$ cat config.mk
export PLATFORM = sky130hd
export DESIGN_NAME = writeback_sel_pipe
export DESIGN_NICKNAME = d
export VERILOG_FILES = /design/src/rtl/writeback_sel_pipe.sv
export SDC_FILE = /design/constraint.sdc
export NUM_CORES = 1
export LEC_CHECK = 0
export BUFFER_PORTS_ARGS = -buffer_cell sky130_fd_sc_hd__buf_2
export CAP_MARGIN = 30
export CORE_AREA = 2 2 155 157
export DETAILED_ROUTE_END_ITERATION = 8
export DIE_AREA = 0 0 157 159
export PLACE_DENSITY = 0.66
export SKIP_CTS_REPAIR_TIMING = 1
export SYNTH_ARGS = -nofsm -noshare
export SYNTH_HDL_FRONTEND = slang
export SYNTH_SLANG_ARGS = --single-unit
$ cat constraint.sdc
create_clock -name clk -period 2.71 [get_ports clk]
set_input_delay 0.271 -clock clk [delete_from_list [all_inputs] [get_ports clk]]
set_output_delay 0.271 -clock clk [all_outputs]
set_load 0.005 [all_outputs]
$ cat src/rtl/writeback_sel_pipe.sv
// Writeback source selector feeding a 2-entry in-order skid queue.
// Optional saturating illegal-select counter enabled by WRITEBACK_SEL_PIPE_ERR_CNT_EN.
module writeback_sel_pipe #(
    parameter int WIDTH     = 32,
    parameter int NUM_SRC   = 11,
    parameter int SEL_W     = 4,
    parameter int CONST_IDX = 2,
    parameter int CONST_VAL = 227
) (
    input  logic                     clk,
    input  logic                     reset,
    input  logic [NUM_SRC*WIDTH-1:0] src_bus,
    input  logic [SEL_W-1:0]         sel,
    input  logic                     in_valid,
    output logic                     in_ready,
    output logic [WIDTH-1:0]         out_data,
    output logic                     out_sel_err,
    output logic                     out_valid,
`ifdef WRITEBACK_SEL_PIPE_ERR_CNT_EN
    output logic [7:0]               err_count,
`endif
    input  logic                     out_ready
);

    if ((2 ** SEL_W) < NUM_SRC || NUM_SRC < 2 || NUM_SRC > 16) begin : g_bad_params
        $error("writeback_sel_pipe: illegal NUM_SRC/SEL_W combination");
    end

    typedef enum logic [1:0] {
        EMPTY = 2'd0,
        ONE   = 2'd1,
        FULL  = 2'd2
    } state_t;

    state_t            state;
    logic [WIDTH-1:0]  head_data;
    logic              head_err;
    logic [WIDTH-1:0]  tail_data;
    logic              tail_err;

    logic [WIDTH-1:0]  sel_data;
    logic              sel_err;
    logic [31:0]       sel_ext;
    logic              accept;
    logic              pop;

    assign sel_ext = 32'(sel);

    // Every slot is read through the loop so the constant override below stays lint-quiet.
    always_comb begin
        sel_data = '0;
        sel_err  = 1'b0;
        for (int k = 0; k < NUM_SRC; k++) begin
            if (sel_ext == k) begin
                sel_data = src_bus[k*WIDTH +: WIDTH];
            end
        end
        if (sel_ext == CONST_IDX) begin
            sel_data = WIDTH'(CONST_VAL);
        end
        if (sel_ext >= NUM_SRC) begin
            sel_data = '0;
            sel_err  = 1'b1;
        end
    end

    assign in_ready    = (state != FULL) && !reset;
    assign out_valid   = (state != EMPTY);
    assign out_data    = head_data;
    assign out_sel_err = head_err;
    assign accept      = in_valid && in_ready;
    assign pop         = out_valid && out_ready;

    // Head always holds the oldest entry; tail is only occupied in FULL.
    always_ff @(posedge clk or posedge reset) begin
        if (reset) begin
            state     <= EMPTY;
            head_data <= '0;
            head_err  <= 1'b0;
            tail_data <= '0;
            tail_err  <= 1'b0;
        end else begin
            case (state)
                EMPTY: begin
                    if (accept) begin
                        head_data <= sel_data;
                        head_err  <= sel_err;
                        state     <= ONE;
                    end
                end
                ONE: begin
                    if (accept && pop) begin
                        head_data <= sel_data;
                        head_err  <= sel_err;
                    end else if (accept) begin
                        tail_data <= sel_data;
                        tail_err  <= sel_err;
                        state     <= FULL;
                    end else if (pop) begin
                        state     <= EMPTY;
                    end
                end
                FULL: begin
                    if (pop) begin
                        head_data <= tail_data;
                        head_err  <= tail_err;
                        state     <= ONE;
                    end
                end
                default: state <= EMPTY;
            endcase
        end
    end

`ifdef WRITEBACK_SEL_PIPE_ERR_CNT_EN
    always_ff @(posedge clk or posedge reset) begin
        if (reset) begin
            err_count <= 8'd0;
        end else if (accept && sel_err && err_count != 8'hFF) begin
            err_count <= err_count + 8'd1;
        end
    end
`endif

endmodule

==> PnR_summary.wiki, run 1 <==
{| class="wikitable"
! Metric !! Value
|-
| Outcome || complete, no violations
|-
| Cell with the most instances after synthesis || o21ai_0
|-
| Number of global-route vias before repair || 7696
|-
| Number of different library cells in the post-synthesis netlist || 65
|-
| Critical Path Max Stage Delay || 510 ps
|-
| First DRT Iteration DRCs || 560
|-
| Max stage delay cell, worst path || dfrtp_1
|-
| Worst reg2reg path depth || 6
|-
| Transition at the pin with the smallest max-transition slack || 722 ps
|-
| Crit-path max FO || 21
|-
| Layout Skew || 6.19 ps
|-
| Global-route wire length before repair || 45.8 mm
|-
| DRT Wirelength || 30.4 mm
|-
| Detailed-route wire length per cell || 21.0 um
|-
| Dominant register cell in the synthesized netlist || dfrtp_1
|-
| Crit path cell chain || and2b_1, buf_4, nor2_1, buf_2
|-
| RSZ-0062 raised after global routing || false
|-
| Post-place instance area || 8520 um2
|-
| Fin crit period || 2120 ps
|-
| Number of instances in the synthesized netlist || 791
|-
| Post-detailed-placement half-perimeter wirelength || 24.3 mm
|-
| Number of placed instances with taps included || 1426
|-
| Count of input and output buffers || 362
|-
| Netlist area before placement || 6470 um2
|-
| Hold Vio Cnt, Final || 0
|-
| Post-synth top area cell || dfrtp_1
|-
| Row cnt || 56
|-
| GR Util All Layers || 24.0%
|-
| Count of maximum capacitance violations || 0
|-
| Die area || 25000 um2
|-
| Largest cells by area after synthesis || dfrtp_1 (26%), o21ai_0 (7.0%), mux2_2 (5.9%), nand2_1 (4.5%), o22ai_1 (4.4%)
|-
| Launch instance of the worst register-to-register path || state[1]
|-
| Sequential cell area fraction in the yosys report || 26.3%
|-
| Clock-pin transition on the worst setup and hold timing paths || 50 ps
|-
| Worst EP arrival || 1850 ps
|-
| Via count normalized by instance count || 5.42
|-
| Residual DRC count || 0
|-
| Average size of a mapped cell || 8.18 um2
|-
| CTS buffer count || 9
|-
| Crit path capture type || output pin
|-
| Critical Setup Path Class || register to output pin
|-
| Post-detailed-route count of antenna-violating nets || 0
|-
| Static leakage || 4.08 nW
|-
| Die width || 157 um
|-
| Max_slew headroom || 51.8%
|-
| Critical Path Source Type || register
|-
| Share of flip-flops with an asynchronous set or reset after synthesis || 100%
|-
| Root buf cell || clkbuf_16
|-
| Number of antenna violations at the first check in global routing || 4
|-
| Placer's final routability congestion estimate || 0.912
|-
| Top cells by count, synth || o21ai_0 (90), nand2_1 (78), dfrtp_1 (68)
|-
| Area share of the largest cell type after synthesis || 26.3%
|-
| Maximum resistive drop on vdd || 325 uV
|-
| Maximum number of pins on one net before global-route repair || 77
|-
| Number of standard cells in the final layout excluding fillers || 1446
|-
| Via count || 7837
|-
| Clock sink total || 68
|-
| Nets@finish || 1478
|-
| Floorplan core area || 23200 um2
|-
| Number of slew-limit violations in the final report || 0
|-
| Share of final-layout standard cells stronger than drive strength 1 || 42.0%
|-
| Part of the cycle the worst path needs || 78.4%
|-
| Required time of the worst setup path || 2440 ps
|-
| Max Root-Sink Buffers || 2
|-
| Clk_lat worst skew || 330 ps
|-
| Number of synthesized register bits || 68
|-
| Starting density of the core || 27.9%
|-
| # setup viols final || 0
|-
| Type of the tightest min-delay check || primary input to asynchronous set/reset pin
|-
| TritonCTS clock tree || built
|-
| Number of enable-type register cells in the synthesized netlist || 0
|-
| H-tree depth || 3
|-
| FILL cells || 2463
|-
| Layout Area Growth over Synthesis || 36.5%
|-
| Endpoint of the worst register-to-register path || out_data[9]
|-
| Vert. Die Dim || 159 um
|-
| Total grt overflow || 0
|-
| Power per unit of standard cell area || 463 nW/um2
|-
| Final Total Pwr || 0.00409 W
|-
| Number of detailed-routing iterations run before antenna repair || 5
|-
| Highest clock frequency the design can meet || 471 MHz
|-
| Post-route standard cell area excluding fillers || 8830 um2
|-
| Final-layout setup total negative slack || 0 ps
|-
| Yosys synthesis warning count || 0
|-
| Syn Nets || 1151
|-
| Number of placed I/O pins || 395
|-
| Flop2flop setup slack || 620 ps
|}
## routing by layer
metal	share of wire, %	global-route usage [%]
met1	44	33.7
met2	46	37.6
met3	7.0	4.16
met4	2.2	6.92
met5	0	0
## area by class of cell
class / instances / area (um2) / share of cell area (%)
Clock inverter: 4 / 47.5 / 0.538
Antenna cell: 4 / 10.0 / 0.113
Inverter: 10 / 37.5 / 0.425
Sequential cell: 68 / 1700 / 19.3
Clock buffer: 12 / 256 / 2.90
Timing Repair Buffer: 394 / 2120 / 24.0
Tap cell: 319 / 399 / 4.52
Multi-Input combinational cell: 635 / 4260 / 48.2
## worst max-delay path, delay by kind of cell, from the launching register on
kind,cells,cell delay (ps)
buffers and inverters,2,480
AND/OR/NAND/NOR,2,520
flip-flops,1,510
## state kept, by name, indices dropped and copies added (netlist names)
register	cells
out_data	32
out_sel_err	1
state	2
tail_data	32
tail_err	1
## placed cells by master (no fill, tap or decap), drive strengths merged, types with 3 or more instances in the layout
cell type	instances
buf	394
o21ai	102
nand2	79
dfrtp	68
a21oi	55
o22ai	45
mux2	42
nor2	34
a211oi	31
mux2i	27
and2	26
o22a	24
o21a	23
a32oi	20
and3	15
nand2b	13
clkbuf	12
nor2b	12
a221oi	11
inv	10
a22oi	9
a221o	8
a22o	6
nor3	6
diode	4
or2	4
nor3b	4
a2bb2oi	3
o41ai	3
o31a	3
o32a	3
nand3b	3
nand3	3
## cells by family after synthesis
| kind of cell | Yosys count | synth area share (%) |
|---|---|---|
| DFF | 68 | 26.3 |
| AOI/OAI and AO/OA | 363 | 37.4 |
| buffers and inverters | 88 | 8.06 |
| and+or+nand+nor | 203 | 16.3 |
| muxes | 69 | 11.9 |
## worst max-delay path by stage
stage	start	endpoint	slack [ps]	depth (start not counted)
after floorplan	reset	out_data[0]	730	1
after global placement	sel[2]	tail_data[11]	400	7
after detailed placement	sel[2]	tail_data[11]	330	7
after CTS	state[1]	in_ready	590	4
after global routing	state[1]	in_ready	470	4
final	state[1]	in_ready	590	4
## where the power goes
group / leakage, nW / switching (W) / internal (W)
clock: 0.149 / 0.000421 / 0.000759
sequential: 0.863 / 0.000134 / 0.00128
combinational: 3.07 / 0.000783 / 0.000712
total: 4.08 / 0.00134 / 0.00275
## stage by stage
| step | util (%) | setup WS, ps | hold WS, ps |
|---|---|---|---|
| floorplan | - | 727 | 380 |
| finish | 38.1 | 586 | 83.9 |
| CTS | 38.0 | 592 | 99.7 |
| global route | 38.1 | 468 | 137 |
| global placement | 36.7 | 396 | 454 |
| detailed placement | 36.7 | 329 | 456 |
(Power assumes the default switching activity.)
==> inputs of run 2 (changes only) <==
--- a/config.mk
+++ b/config.mk
@@ -10,7 +10,7 @@
 export CORE_AREA = 2 2 155 157
 export DETAILED_ROUTE_END_ITERATION = 8
 export DIE_AREA = 0 0 157 159
-export PLACE_DENSITY = 0.66
+export PLACE_DENSITY = 0.68
 export SKIP_CTS_REPAIR_TIMING = 1
 export SYNTH_ARGS = -nofsm -noshare
 export SYNTH_HDL_FRONTEND = slang
==> constraint.sdc (replaced) <==
create_clock -name clk -period 1.7 [get_ports clk]
set_input_delay 0.17 -clock clk [delete_from_list [all_inputs] [get_ports clk]]
set_output_delay 0.17 -clock clk [all_outputs]
set_load 0.005 [all_outputs]
==> run 2 against run 1 <==
  * The flow now finishes with violations (hold timing)
  * Clock-buffer cell count is 3 lower
  * Setup slack worse by 570 ps
  * Via count is 3.9% higher
  * Critical path depth is 2 higher
  * Sequential power is 60% higher
  * Critical path type is now register to register
==> PnR_summary.wiki, run 2 (synthesized netlist as in run 1, its figures left out) <==
{| class="wikitable"
! Metric !! Value
|-
| Outcome || complete, but fails checks
|-
| Failing checks || hold timing
|-
| Number of global-route vias before repair || 8035 (+4.4%)
|-
| Hold Vio Cnt, Final || 31 (+31)
|-
| Row cnt || 56 (unchanged)
|-
| Highest clock frequency the design can meet || 595 MHz
|-
| Transition at the pin with the smallest max-transition slack || 565 ps (-157 ps)
|-
| Flop2flop setup slack || 20 ps (-600 ps)
|-
| Critical Path Source Type || register
|-
| FILL cells || 2380 (-3.4%)
|-
| Register area || 1700 um2 (unchanged)
|-
| Most prevalent standard cell on the critical path || buf_6
|-
| Post-route standard cell area excluding fillers || 9670 um2 (+9.5%)
|-
| Crit-path max FO || 7 (-67%)
|-
| GR Util All Layers || 24.1% (+0.11 points)
|-
| Nets@finish || 1557 (+5.3%)
|-
| Total grt overflow || 0 (unchanged)
|-
| Combined area of the multi-input logic cells || 4340 um2 (+2.0%)
|-
| Power per unit of standard cell area || 716 nW/um2 (+55%)
|-
| Via count || 8142 (+3.9%)
|-
| Post-place instance area || 9230 um2 (+8.3%)
|-
| Count of maximum capacitance violations || 0 (unchanged)
|-
| Layout Area Growth over Synthesis || 49.5%
|-
| Global-route wire length before repair || 46.2 mm (+0.89%)
|-
| CTS buffer count || 9 (unchanged)
|-
| Placer's final routability congestion estimate || 0.930 (+2.0%)
|-
| Layout Skew || 3.99 ps (-2.20 ps)
|-
| Worst path top cell family by delay || flip-flops
|-
| Die area || 25000 um2 (unchanged)
|-
| Post-detailed-route count of antenna-violating nets || 0 (unchanged)
|-
| Static leakage || 4.52 nW (+11%)
|-
| Most common library cell in the layout ignoring fill and taps || buf_2
|-
| Buffers & Inverters on Critical Path || 2 (unchanged)
|-
| Vert. Die Dim || 159 um (unchanged)
|-
| Worst EP arrival || 1900 ps (+50 ps)
|-
| Number of detailed-routing iterations run before antenna repair || 5 (unchanged)
|-
| Fin crit period || 1680 ps
|-
| Number of placed I/O pins || 395 (unchanged)
|-
| Clock sink total || 68 (unchanged)
|-
| Crit path cell chain || nor3b_4, buf_6, a21o_1, buf_6, mux2_4, o31a_1
|-
| Residual DRC count || 0 (unchanged)
|-
| Part of the cycle the worst path needs || 98.8%
|-
| Floorplan core area || 23200 um2 (unchanged)
|-
| Commonest non-fill, non-tap cells in the layout || buf_2 (360), buf_4 (90), o21ai_0 (84)
|-
| Clock-pin transition on the worst setup and hold timing paths || 60 ps (about the same)
|-
| Final Total Pwr || 0.00693 W (+70%)
|-
| Number of slew-limit violations in the final report || 0 (unchanged)
|-
| First DRT Iteration DRCs || 699 (+25%)
|-
| DRT Wirelength || 31.0 mm (+2.0%)
|-
| Crit path capture type || register
|-
| # setup viols final || 0 (unchanged)
|-
| Number of antenna violations at the first check in global routing || 8 (+4)
|-
| Root buf cell || clkbuf_16
|-
| Count of input and output buffers || 362 (unchanged)
|-
| Type of the tightest min-delay check || primary input to asynchronous set/reset pin
|-
| Post-detailed-placement half-perimeter wirelength || 25.5 mm (+4.9%)
|-
| Die width || 157 um (unchanged)
|-
| Max_slew headroom || 62.4% (+11 points)
|-
| RSZ-0062 raised after global routing || true
|-
| Share of final-layout standard cells stronger than drive strength 1 || 47.1% (+5.1 points)
|-
| Required time of the worst setup path || 1920 ps (-520 ps)
|-
| Via count normalized by instance count || 5.34 (-1.4%)
|-
| Max Root-Sink Buffers || 2 (unchanged)
|-
| TritonCTS clock tree || built
|-
| Critical Path Max Stage Delay || 420 ps (-90 ps)
|-
| Minimum hold slack || -26.3 ps (-110 ps)
|-
| Clk_lat worst skew || 330 ps (about the same)
|-
| Maximum resistive drop on vdd || 446 uV (+37%)
|-
| Starting density of the core || 27.9% (unchanged)
|-
| Detailed-route wire length per cell || 20.3 um (-3.2%)
|-
| H-tree depth || 3 (unchanged)
|-
| Critical Setup Path Class || register to register
|-
| Maximum number of pins on one net before global-route repair || 69 (-10%)
|-
| Max stage delay cell, worst path || dfrtp_1
|}
## run 2: cell types whose count changed in the layout (fill, tap and decap cells not counted), moves of 4 or more
cell,delta
buf_12,+10
and3_4,+8
buf_6,+7
o21ai_0,-6
o21ai_1,+4
and3_1,-8
buf_4,+62
## run 2: worst reg2reg max path, delay by kind of cell (launching register included)
kind | cells | cell delay [ps]
AOI/OAI and AO/OA | 2 | 290
buffers and inverters | 2 | 320
DFF | 1 | 420
muxes | 1 | 310
and+or+nand+nor | 1 | 250
## run 2: stage by stage
step / hold slack [ps] / setup TNS (ps) / cells / utilization, % / setup slack (ps)
2_1_floorplan: 279 / 0 / 791 / - / 61.9
3_3_place_gp: 341 / -4340 / 1503 / 39.8 / -294
3_5_place_dp: 356 / -6190 / 1503 / 39.8 / -234
4_1_cts: -0.380 / -355 / 1518 / 41.1 / -322
5_1_grt: 16.3 / -420 / 1524 / 41.7 / -60.9
6_report: -26.3 / 0 / 1524 / 41.7 / 20.6
## run 2: path summary, 6_finish.rpt
check,start,endpoint,cells past startpoint
setup / recovery,state[1],out_data[5],6
hold / removal,reset,state[0],3
setup reg to reg,state[1],out_data[5],6
hold reg to reg,out_sel_err,out_sel_err,2
max in group asynchronous,reset,out_data[8],3
min in group clk,out_ready,state[1],3
## run 2: routing by layer
| layer | GRT usage, % | wire length, um |
|---|---|---|
| met1 | 33.6 | 13700 |
| met4 | 7.80 | 838 |
| met2 | 36.8 | 13800 |
| met5 | 0 | 25 |
| met3 | 5.50 | 2610 |
## run 2: power breakdown
part	internal (W)	switching (W)	total, W
sequential	0.00204	0.000223	0.00226
combinational	0.00134	0.00133	0.00267
clock	0.00128	0.000722	0.00200
total	0.00465	0.00228	0.00693
## run 2: cell type report
class	instances	area share, %
well taps	319	4.13
clock buffers	9	2.33
clock inverters	6	0.918
diodes	4	0.103
flip-flops and latches	68	17.6
repair buffers	473	29.6
multi-input cells	635	44.9
inverters	10	0.427
